`src/rtl/time_set_ctrl.sv`:
```
// HH:MM:SS BCD timekeeper with RUN/SET mode FSM, field blink control and idle timeout.
// Optional build macro INC_REPEAT_EN adds auto-repeat increment while btn_inc_lvl is held.
module time_set_ctrl #(
    parameter int unsigned TIMEOUT_S  = 30,
    parameter int unsigned REPEAT_DLY = 2
) (
    input  logic       clk,
    input  logic       rst_n,
    input  logic       tick_1hz,
    input  logic       tick_2hz,
    input  logic       btn_mode,
    input  logic       btn_inc,
    input  logic       btn_dec,
    input  logic       btn_inc_lvl,
    output logic [7:0] hh,
    output logic [7:0] mm,
    output logic [7:0] ss,
    output logic       blink_en,
    output logic [1:0] blink_sel,
    output logic       setting
);

    // Encoding doubles as the blink_sel field code.
    typedef enum logic [1:0] {
        ST_SET_HH = 2'b00,
        ST_SET_MM = 2'b01,
        ST_SET_SS = 2'b10,
        ST_RUN    = 2'b11
    } state_t;

    localparam int unsigned IW = (TIMEOUT_S > 0) ? $clog2(TIMEOUT_S + 1) : 1;
    localparam logic [IW-1:0] IDLE_LAST = IW'((TIMEOUT_S > 0) ? TIMEOUT_S - 1 : 0);

    state_t        state_q, state_d;
    logic [7:0]    hh_q, hh_d, mm_q, mm_d, ss_q, ss_d;
    logic          blink_q, blink_d;
    logic [IW-1:0] idle_q, idle_d;

    logic in_set, any_btn, activity, timeout_hit, state_chg;
    logic inc_req, edit_ok, edit_inc, edit_dec, rep_fire;

    function automatic logic [7:0] bcd_inc(input logic [7:0] v, input logic [7:0] max);
        if (v == max)
            return 8'h00;
        else if (v[3:0] == 4'h9)
            return {v[7:4] + 4'd1, 4'h0};
        else
            return {v[7:4], v[3:0] + 4'd1};
    endfunction

    function automatic logic [7:0] bcd_dec(input logic [7:0] v, input logic [7:0] max);
        if (v == 8'h00)
            return max;
        else if (v[3:0] == 4'h0)
            return {v[7:4] - 4'd1, 4'h9};
        else
            return {v[7:4], v[3:0] - 4'd1};
    endfunction

    assign in_set    = (state_q != ST_RUN);
    assign any_btn   = btn_mode | btn_inc | btn_dec;
    assign activity  = any_btn | rep_fire;
    assign state_chg = (state_d != state_q);

`ifdef INC_REPEAT_EN
    localparam int unsigned RW = (REPEAT_DLY > 0) ? $clog2(REPEAT_DLY + 1) : 1;
    localparam logic [RW-1:0] REP_MAX = RW'(REPEAT_DLY);

    logic [RW-1:0] rep_q, rep_d;

    // Once the hold count saturates, every further 2 Hz tick is one increment.
    assign rep_fire = in_set & btn_inc_lvl & tick_2hz & ~btn_mode & (rep_q == REP_MAX);

    always_comb begin
        rep_d = rep_q;
        if (!in_set || !btn_inc_lvl || state_chg)
            rep_d = '0;
        else if (tick_2hz && (rep_q != REP_MAX))
            rep_d = rep_q + RW'(1);
    end

    always_ff @(posedge clk or negedge rst_n) begin
        if (!rst_n)
            rep_q <= '0;
        else
            rep_q <= rep_d;
    end
`else
    logic unused_inc_lvl;
    assign unused_inc_lvl = btn_inc_lvl;
    assign rep_fire       = 1'b0;
`endif

    assign timeout_hit = (TIMEOUT_S != 0) && in_set && tick_1hz && !activity &&
                         (idle_q == IDLE_LAST);

    // An edit applies only when exactly one direction is requested and mode is idle.
    assign inc_req  = btn_inc | rep_fire;
    assign edit_ok  = in_set && !btn_mode && (inc_req ^ btn_dec);
    assign edit_inc = edit_ok & inc_req;
    assign edit_dec = edit_ok & btn_dec;

    // State register and all datapath flops.
    always_ff @(posedge clk or negedge rst_n) begin
        if (!rst_n) begin
            state_q <= ST_RUN;
            hh_q    <= 8'h00;
            mm_q    <= 8'h00;
            ss_q    <= 8'h00;
            blink_q <= 1'b0;
            idle_q  <= '0;
        end else begin
            state_q <= state_d;
            hh_q    <= hh_d;
            mm_q    <= mm_d;
            ss_q    <= ss_d;
            blink_q <= blink_d;
            idle_q  <= idle_d;
        end
    end

    // Next-state logic.
    always_comb begin
        state_d = state_q;
        if (btn_mode) begin
            case (state_q)
                ST_RUN:    state_d = ST_SET_HH;
                ST_SET_HH: state_d = ST_SET_MM;
                ST_SET_MM: state_d = ST_SET_SS;
                default:   state_d = ST_RUN;
            endcase
        end else if (timeout_hit) begin
            state_d = ST_RUN;
        end
    end

    always_comb begin
        hh_d = hh_q;
        mm_d = mm_q;
        ss_d = ss_q;
        if ((state_q == ST_RUN) && tick_1hz && !btn_mode) begin
            ss_d = bcd_inc(ss_q, 8'h59);
            if (ss_q == 8'h59) begin
                mm_d = bcd_inc(mm_q, 8'h59);
                if (mm_q == 8'h59)
                    hh_d = bcd_inc(hh_q, 8'h23);
            end
        end else if (edit_ok) begin
            case (state_q)
                ST_SET_HH: hh_d = edit_inc ? bcd_inc(hh_q, 8'h23) : bcd_dec(hh_q, 8'h23);
                ST_SET_MM: mm_d = edit_inc ? bcd_inc(mm_q, 8'h59) : bcd_dec(mm_q, 8'h59);
                ST_SET_SS: ss_d = edit_inc ? bcd_inc(ss_q, 8'h59) : bcd_dec(ss_q, 8'h59);
                default:   ;
            endcase
        end
    end

    always_comb begin
        blink_d = blink_q;
        if (!in_set || state_chg || edit_ok || edit_dec)
            blink_d = 1'b0;
        else if (tick_2hz)
            blink_d = ~blink_q;
    end

    always_comb begin
        idle_d = idle_q;
        if (!in_set || activity || state_chg)
            idle_d = '0;
        else if (tick_1hz && (TIMEOUT_S != 0))
            idle_d = idle_q + IW'(1);
    end

    // Output logic.
    always_comb begin
        hh        = hh_q;
        mm        = mm_q;
        ss        = ss_q;
        blink_en  = blink_q;
        blink_sel = state_q;
        setting   = in_set;
    end

endmodule

```
`config.mk`:
```
export PLATFORM = sky130hd
export DESIGN_NAME = time_set_ctrl
export DESIGN_NICKNAME = d
export VERILOG_FILES = /design/src/rtl/time_set_ctrl.sv
export SDC_FILE = /design/constraint.sdc
export NUM_CORES = 1
export LEC_CHECK = 0
export ABC_AREA = 1
export ABC_CLOCK_PERIOD_IN_PS = 1600
export CORE_MARGIN = 5
export CORE_UTILIZATION = 51
export CTS_CLUSTER_SIZE = 16
export DETAILED_ROUTE_END_ITERATION = 12
export GPL_TIMING_DRIVEN = 0
export PLACE_DENSITY_LB_ADDON = 0.1
export REMOVE_ABC_BUFFERS = 1
export SLEW_MARGIN = 40
export SYNTH_ARGS = -nofsm -noshare
export SYNTH_HDL_FRONTEND = slang
export SYNTH_SLANG_ARGS = --single-unit
```
`constraint.sdc`:
```
create_clock -name clk -period 1.6 [get_ports clk]
set_input_delay 0.16 -clock clk [delete_from_list [all_inputs] [get_ports clk]]
set_output_delay 0.16 -clock clk [all_outputs]
set_load 0.02 [all_outputs]
```
Word level (Yosys, flattened, before mapping)
Index checks and enable logic that the tools add are counted.

Bitwise logic cells: 6. Reductions and logical operators: 37. Muxes and demuxes: 34. Equality and inequality tests: 14. Add/subtract/negate cells: 13.

Operator list (count): 8-bit 2-to-1 mux (27); 4-bit by 1-bit adder with 4-bit output (second input constant) (6); 8-bit zero test (3); 4-bit by 1-bit subtractor with 4-bit output (second input constant) (6); 8-bit by 7-bit equality test with 1-bit output (second input constant) (2); 4-bit equality test (second input constant) (3); 4-bit zero test (3); 2-bit nonzero test (6); 4-bit nonzero test (3); 5-bit 2-to-1 mux (2); 8-bit by 6-bit equality test with 1-bit output (second input constant) (1); 4-bit AND reduction (2); 1-bit logical AND (7); 2-bit case mux with 3 select lines (1); 3-bit AND reduction (2); 5-bit by 1-bit adder with 5-bit output (second input constant) (1); 5-bit equality test (second input constant) (1); 1-bit logical OR (5); 5-bit AND reduction (1); 2-bit equality test (second input constant) (2); 2-bit 2-to-1 mux (2); 2-bit by 1-bit inequality test with 1-bit output (second input constant) (2); 1-bit zero test (3); 1-bit bitwise AND (2); other kinds (9) (11).

Word-level logic and storage cells: 113. Output and inout bits: 28. Bits of input ports: 8. Register bits after elaboration: 32.

Depth between registers and ports, before layout
Gate-level depths: netlist of run 1.

Depth after elaboration: 12. Depth in mapped cells: 11. Depth with buffers taken out: 11.

Worst setup path before layout of run 1
Ideal clock, no wire load.

Kind: register -> register. Start: register state_q[1] (netlist: blink_sel[1]). End: register hh_q[4] (netlist: hh[4]). Arrival time: 1680 ps. Stages on the path, launching flop included: 9. Period minus slack after synthesis: 1796 ps. Buffers on the path: 0. Setup time: 117 ps. Required time: 1483 ps. Slack: -196 ps. Cells stage by stage: dfstp_2 -> ha_1 -> nand3_4 -> nand2_2 -> o21ai_4 -> nor2_4 -> o21ai_2 -> nand2_1 -> nand2_1.

Cells in the longest elaborated chain, start to end: 8.

RTL lines: from (decl) (line 34) `state_t state_q, state_d;`; from (signal assigned) (line 113) `state_q <= state_d;`; 2-bit inequality test (line 60) `assign in_set = (state_q != ST_RUN);`; 1-bit logical AND (2 in a row) (line 99) `assign edit_ok = in_set && !btn_mode && (inc_req ^ btn_dec);`; 1-bit bitwise AND (line 100) `assign edit_inc = edit_ok & inc_req;`; 8-bit 2-to-1 mux (line 150) `ST_SET_HH: hh_d = edit_inc ? bcd_inc(hh_q, 8'h23) : bcd_dec(hh_q, 8'h23);`; 8-bit 2-to-1 mux (line 149) `case (state_q)`; 8-bit 2-to-1 mux (line 148) `end else if (edit_ok) begin`; 8-bit 2-to-1 mux (line 141) `if ((state_q == ST_RUN) && tick_1hz && !btn_mode) begin`; to (signal assigned) (line 114) `hh_q <= hh_d;`; to (decl) (line 35) `logic [7:0] hh_q, hh_d, mm_q, mm_d, ss_q, ss_d;`.

Parallel ways exist; a longest one is shown, timed or not. The select of a mux whose other input is x is not followed. A chain may end at the register's enable or synchronous reset.

Worst setup path in the final report of run 1
Start: register state_q[0] (netlist: blink_sel[0]). End: register hh_q[2] (netlist: hh[2]).

Same word-level chain as after synthesis.

==> results of run 1 <==
==> worst min-delay path by stage <==
stage | start | end | slack (ns) | depth (start not counted)
6_report | rst_n | mm[7] | 0.31 | 2
5_1_grt | rst_n | mm[3] | 0.34 | 2
4_1_cts | rst_n | mm[3] | 0.31 | 2
3_5_place_dp | rst_n | mm[3] | 0.09 | 1
3_3_place_gp | idle_q[4] | idle_q[4] | 0.54 | 2
2_1_floorplan | rst_n | blink_en | -0.14 | 0
==> flip-flops by register name (all words and copies together), names as in the netlist <==
| name | flops |
|---|---|
| hh | 8 |
| mm | 8 |
| ss | 8 |
| idle_q | 5 |
| blink_sel | 2 |
| blink_en | 1 |
==> layout by cell type (no fill, tap or decap), types with 4 or more instances in the layout <==
cell / instances
inv_1: 28
nand3_4: 4
dfrtp_1: 24
dlymetal6s2s_1: 10
nand4_1: 11
buf_4: 18
o21ai_1: 10
nand2_8: 4
nand2_2: 4
clkbuf_8: 7
o21ai_2: 8
nor2_4: 15
clkdlybuf4s50_1: 18
dlygate4sd2_1: 4
ha_1: 22
xor2_1: 13
o21ai_0: 19
xnor2_1: 8
buf_6: 8
a21oi_1: 5
o211ai_1: 6
nand3_1: 25
dfrtp_2: 6
inv_2: 13
nand2_1: 90
nand3_2: 10
nor2_1: 33
==> cells in the mapped netlist, types with 2 or more instances <==
library cell,number
nor2_4,5
inv_2,7
a21oi_1,6
xor2_1,13
dfstp_2,2
o21ai_4,2
buf_2,3
nand2_4,2
o21ai_1,2
nand3_2,3
o21ai_2,2
nand3_4,3
dfrtp_1,30
nor2_2,6
xnor2_1,8
inv_1,38
nand2_2,3
nand4_1,11
o22ai_1,2
o21ai_0,34
nor2_1,39
buf_4,3
nand3_1,32
ha_1,26
nand2_1,93
o211ai_1,6
==> repair_timing <==
item / CTS / global route
endpoints found under the hold margin: 12 / 0
gates cloned: 5 / 0
endpoints found under the setup margin: 38 / 41
hold buffers: 1 / 0
resized for setup: 47 / 67
buffers inserted: 13 / 17
pin swaps: 14 / 29
==> metal layers <==
layer | share of wire [%] | track usage, %
met5 | 0 | 0
met2 | 50 | 34.89
met1 | 44 | 26.49
met4 | 1.5 | 6.187
met3 | 4.9 | 3.204
==> critical path, delay by kind of cell (launching register included) <==
family	cells	cell delay (ns)
compound gates	2	0.22
fa+ha+maj	1	0.19
simple gates	4	0.49
flops	1	0.59
buf+inv	1	0.19
==> final cells by class <==
cell class                      instances  area share (%)
Inverter                               46           4.789
Clock inverter                          1          0.7463
Timing Repair Buffer                   65           16.73
Tap cell                               72           2.239
Clock buffer                            7           2.394
Multi-Input combinational cell        310           52.77
Sequential cell                        32           20.15
Timing Repair inverter                  1          0.1866
==> metrics by stage <==
step	cells	power, W
2_1_floorplan	384	0.004009
3_3_place_gp	490	0.005087
3_5_place_dp	491	0.005154
4_1_cts	518	0.006451
5_1_grt	534	0.007652
6_report	534	0.007124
==> power groups by stage <==
stage,combinational [W],clock (W),sequential (W)
3_3_place_gp,0.00348,0,0.00161
6_report,0.00460,0.000894,0.00163
2_1_floorplan,0.00216,0,0.00185
3_5_place_dp,0.00354,0,0.00161
4_1_cts,0.00394,0.000894,0.00162
5_1_grt,0.00502,0.000944,0.00169
==> kinds of logic (layout without fill, tap and decap cells) <==
family / count (synthesis) / count (layout)
AO/OA/AOI/OAI: 58 / 58
XOR/XNOR: 21 / 21
adder cells (fa/ha/maj): 26 / 26
buffers and inverters: 54 / 120
flip-flops: 32 / 32
AND/OR/NAND/NOR: 201 / 205
==> results.tsv, run 1 <==
metric	value	unit
diode count	0	
max cap viols	0	
worst skew pair latency	0.30	ns
Critical path destination	hh[2]	
R2R Setup Slk	-0.19	ns
total number of vias	2863	
Setup WS post-layout	-0.1900	ns
Hold Crit Class	primary input to asynchronous set/reset pin	
Static Leakage	1.943	nW
crit-path cells	ha_4 -> nand3_4 -> nand2_8 -> clkinvlp_4 -> o211ai_1 -> o21ai_1 -> nand2_1 -> nand2_1	
CTS tree	done	
Placer Congestion	0.8435	
Async S/R FF share, synth	100.0	%
xor and xnor area share after synthesis	6.389	%
Max-slew headroom	72.70	%
Initial DRC Count	154	
Root Driver	clkbuf_8	
Area after DPL	0.003268	mm2
CP max stage delay	0.59	ns
DRT antenna net count	0	
final WL	7.987	mm
Clock H-tree levels	2	
element type at the critical path start	flop	
Place WS	-0.5322	ns
reg-to-reg critical path startpoint	blink_sel[0]	
Routed wire per std cell	14.96	um
fin area	0.004024	mm2
initial core utilization	52.28	%
CTS clk-pin slew, worst paths	0.08	ns
Pre-antenna DRT Iters	5	
Syn Area/Cell	7.344	um2
Worst Setup SP	blink_sel[0]	
failing checks	setup timing	
Worst EP required	1.79	ns
post-synthesis cell count	392	
Post-Synth Simple-Gate Area	34.07	%
CP endpoint kind	flop	
Row Count	27	
Core Area	0.005507	mm2
compound-gate portion of the synthesized area	12.08	%
nets	495	
detailed-route DRC error count	0	
GRT overflow	0	
Worst Tran Pin Value	0.4082	ns
Reg power frac	22.9	%
layout cells sized above 1	27.71	%
RR Endpoint	hh[2]	
sequential area share after synthesis	27.90	%
post-synth top area cell	dfrtp_1	
die width	85.14	um
Hold Fails Final Rpt	0	
Num CTS Buffers	5	
Int Power	0.003634	W
clock sink total	32	
maximum VDD drop	916.0	uV
Post-synth EDFFs	0	
vias in the first global route	2679	
Final TNS setup	-4.059	ns
Hold WS	0.3126	ns
Cell Pwr Density	1770	mW/mm2
largest family of logic cells by synthesized area	simple AND/OR/NAND/NOR gates	
Crit Path Max Fanout	6	
area delta synth->final	39.77	%
deepest clock path buffer count	2	
DIE AREA	0.007248	mm2
Max Freq	558.7	MHz
Synth Area in Adders	11.30	%
mux share of post-synthesis cell area	0	%
CP max stage cell	dfstp_2	
Die H	85.14	um
Comb power frac	64.6	%
yosys warns	0	
Sw Ratio	48.99	%
depth of the most critical reg-to-reg path	8	
RSZ-0062 raised after global routing	true	
Max Clock Skew	0.005147	ns
share of Yosys cell area claimed by the top area cell type	26.08	%
Port Buffers	34	
Layout Utilization	73.07	%
most used cell, CP	nand2_1	
Synth Flop Type	dfrtp_1	
fin. max-slew vios	0	
DP HPWL	4.675	mm
# setup viols final	29	
Reg area	810.8	um2
area of the multi-input gates	0.002123	mm2
Sw Pwr	0.003490	W
synthesized cell area	0.002879	mm2
min Tclk post-route	1.790	ns
first-pass GRT wire length	12.28	mm
Final period util	111.9	%
Overall Global Routing Usage	20.45	%
critical path start-end classification	flop to flop	
Fillers	412	
initial antenna violation count	0	
status	complete, but fails checks	
top-level I/O count	36	
largest net degree at the start of global routing	21	
Synth cell types	37	
Area contributors post-synth	dfrtp_1, nand2_1, ha_1, o21ai_0, nand3_1	
Yosys reg bits	32	
clock network fraction of total power	12.5	%
via/cell ratio	5.361	
crit path DAT	1.98	ns
Note: power is estimated with default switching activity, not from simulation.
==> inputs of run 2 (changes only) <==
ABC_CLOCK_PERIOD_IN_PS = 1400   (was 1600)
TNS_END_PERCENT = 20   (was unset)
clock period = 1.4 ns   (was 1.6 ns; I/O delays follow)
==> results.tsv, run 2 (synthesized netlist as in run 1, its figures left out) <==
metric	value	unit	change
status	complete, but fails checks		
failing checks	setup timing		
Routed wire per std cell	13.77	um	-8.0%
crit path DAT	2.00	ns	+0.02 ns
Static Leakage	1.799	nW	-7.4%
area of the multi-input gates	0.002028	mm2	-4.5%
element type at the critical path start	flop		
DIE AREA	0.007248	mm2	unchanged
initial core utilization	52.28	%	unchanged
Core Area	0.005507	mm2	unchanged
nets	485		-2.0%
Place WS	-0.7322	ns	-0.2000 ns
Port Buffers	34		unchanged
max cap viols	0		unchanged
area delta synth->final	30.29	%	
CTS tree	done		
critical path start-end classification	flop to flop		
worst skew pair latency	0.29	ns	about the same
Worst Tran Pin Value	0.4183	ns	+0.01013 ns
DRT antenna net count	0		unchanged
top-level I/O count	36		unchanged
commonest non-fill, non-tap cell in the layout	nand2_1		
clock sink total	32		unchanged
CP endpoint kind	flop		
die width	85.14	um	unchanged
Cell Pwr Density	1992	mW/mm2	+13%
min Tclk post-route	1.827	ns	+0.03692 ns
RSZ-0062 raised after global routing	true		
Final period util	130.5	%	+19 points
via/cell ratio	5.252		-2.0%
Overall Global Routing Usage	19.70	%	-0.75 points
first-pass GRT wire length	11.92	mm	-2.9%
# setup viols final	33		+14%
Max-slew headroom	72.02	%	-0.68 points
layout cells sized above 1	20.80	%	-6.9 points
Pre-antenna DRT Iters	4		-1
Max Freq	547.4	MHz	-2.0%
final WL	7.213	mm	-9.7%
Fillers	468		+14%
CTS clk-pin slew, worst paths	0.07	ns	about the same
Die H	85.14	um	unchanged
Worst EP required	1.57	ns	-0.22 ns
detailed-route DRC error count	0		unchanged
Root Driver	clkbuf_8		
Hold Fails Final Rpt	0		unchanged
maximum VDD drop	1015	uV	+11%
Setup WS post-layout	-0.4269	ns	-0.2369 ns
diode count	0		unchanged
Placer Congestion	0.8435		unchanged
Layout Utilization	68.12	%	-5.0 points
Initial DRC Count	111		-28%
Crit Path Max Fanout	13		+7
initial antenna violation count	0		unchanged
deepest clock path buffer count	2		unchanged
depth of the most critical reg-to-reg path	8		unchanged
GRT overflow	0		unchanged
Clock H-tree levels	2		unchanged
commonest non-fill, non-tap cells in the layout	nand2_1, inv_1, nor2_1		
vias in the first global route	2622		-2.1%
Max Clock Skew	0.003468	ns	-0.001679 ns
fin. max-slew vios	0		unchanged
total number of vias	2752		-3.9%
largest net degree at the start of global routing	21		unchanged
Row Count	27		unchanged
Reg area	807.0	um2	-0.46%
Hold Crit Class	primary input to asynchronous set/reset pin		
DP HPWL	4.675	mm	unchanged
Num CTS Buffers	5		unchanged
## run 2: cell type report
type                    instances  area share [%]
inverters                      46           4.803
multi-input cells             309           54.07
repair inverters                1          0.2001
flip-flops and latches         32           21.51
clock inverters                 1          0.8005
repair buffers                 56           13.64
clock buffers                   7           2.568
well taps                      72           2.402
## run 2: final timing paths
check,slack [ns],endpoint,start
max,-0.43,mm[3],blink_sel[0]
min,0.29,mm[3],rst_n
max reg2reg,-0.43,mm[3],blink_sel[0]
min reg2reg,0.55,idle_q[4],idle_q[4]
max in group asynchronous,0.61,blink_sel[1],rst_n
min in group clk,0.53,blink_en,tick_2hz
## run 2: repair_timing
action	CTS	global route
endpoints found under the hold margin	12	0
gates cloned	4	0
hold buffers	1	0
resized for setup	66	13
setup buffers	12	8
setup endpoints to repair	60	33
pin swaps	13	16
## run 2: worst max-delay path, stage by stage (launching register included)
cell and delay, ns:
dfstp_2 0.61, ha_4 0.20, nand3_4 0.18, buf_4 0.21, buf_4 0.14, nand2_8 0.11, o21ai_0 0.10, nand3_1 0.08
o21ai_0 0.07
## run 2: routing by layer
metal / vias to the layer above / global-route usage [%] / part of all wire (%)
met4: 0 / 6.187 / 1.4
li1: 1409 / - / -
met5: - / 0 / 0
met1: 1265 / 26.25 / 46
met3: 9 / 3.204 / 4.3
met2: 69 / 32.56 / 48
## run 2: stage by stage
step / TNS [ns] / area (um2) / total power (W) / hold slack, ns / std cells
finish: -11.51 / 3751 / 0.007473 / 0.2902 / 524
global route: -14.21 / 3751 / 0.008108 / 0.3262 / 524
CTS: -9.109 / 3637 / 0.007152 / 0.2940 / 516
detailed placement: -16.40 / 3268 / 0.005890 / 0.06891 / 491
global placement: -35.06 / 3246 / 0.005814 / 0.5434 / 490
floorplan: -10.84 / 2815 / 0.004582 / -0.1556 / 384
## run 2: power breakdown
part	internal [W]	switching (W)	leakage [nW]	total (W)
Sequential	0.00127	0.000576	0.407	0.00185
Clock	0.000628	0.000372	0.0645	0.00100
Combinational	0.00187	0.00276	1.33	0.00462
Total	0.00377	0.00371	1.80	0.00747
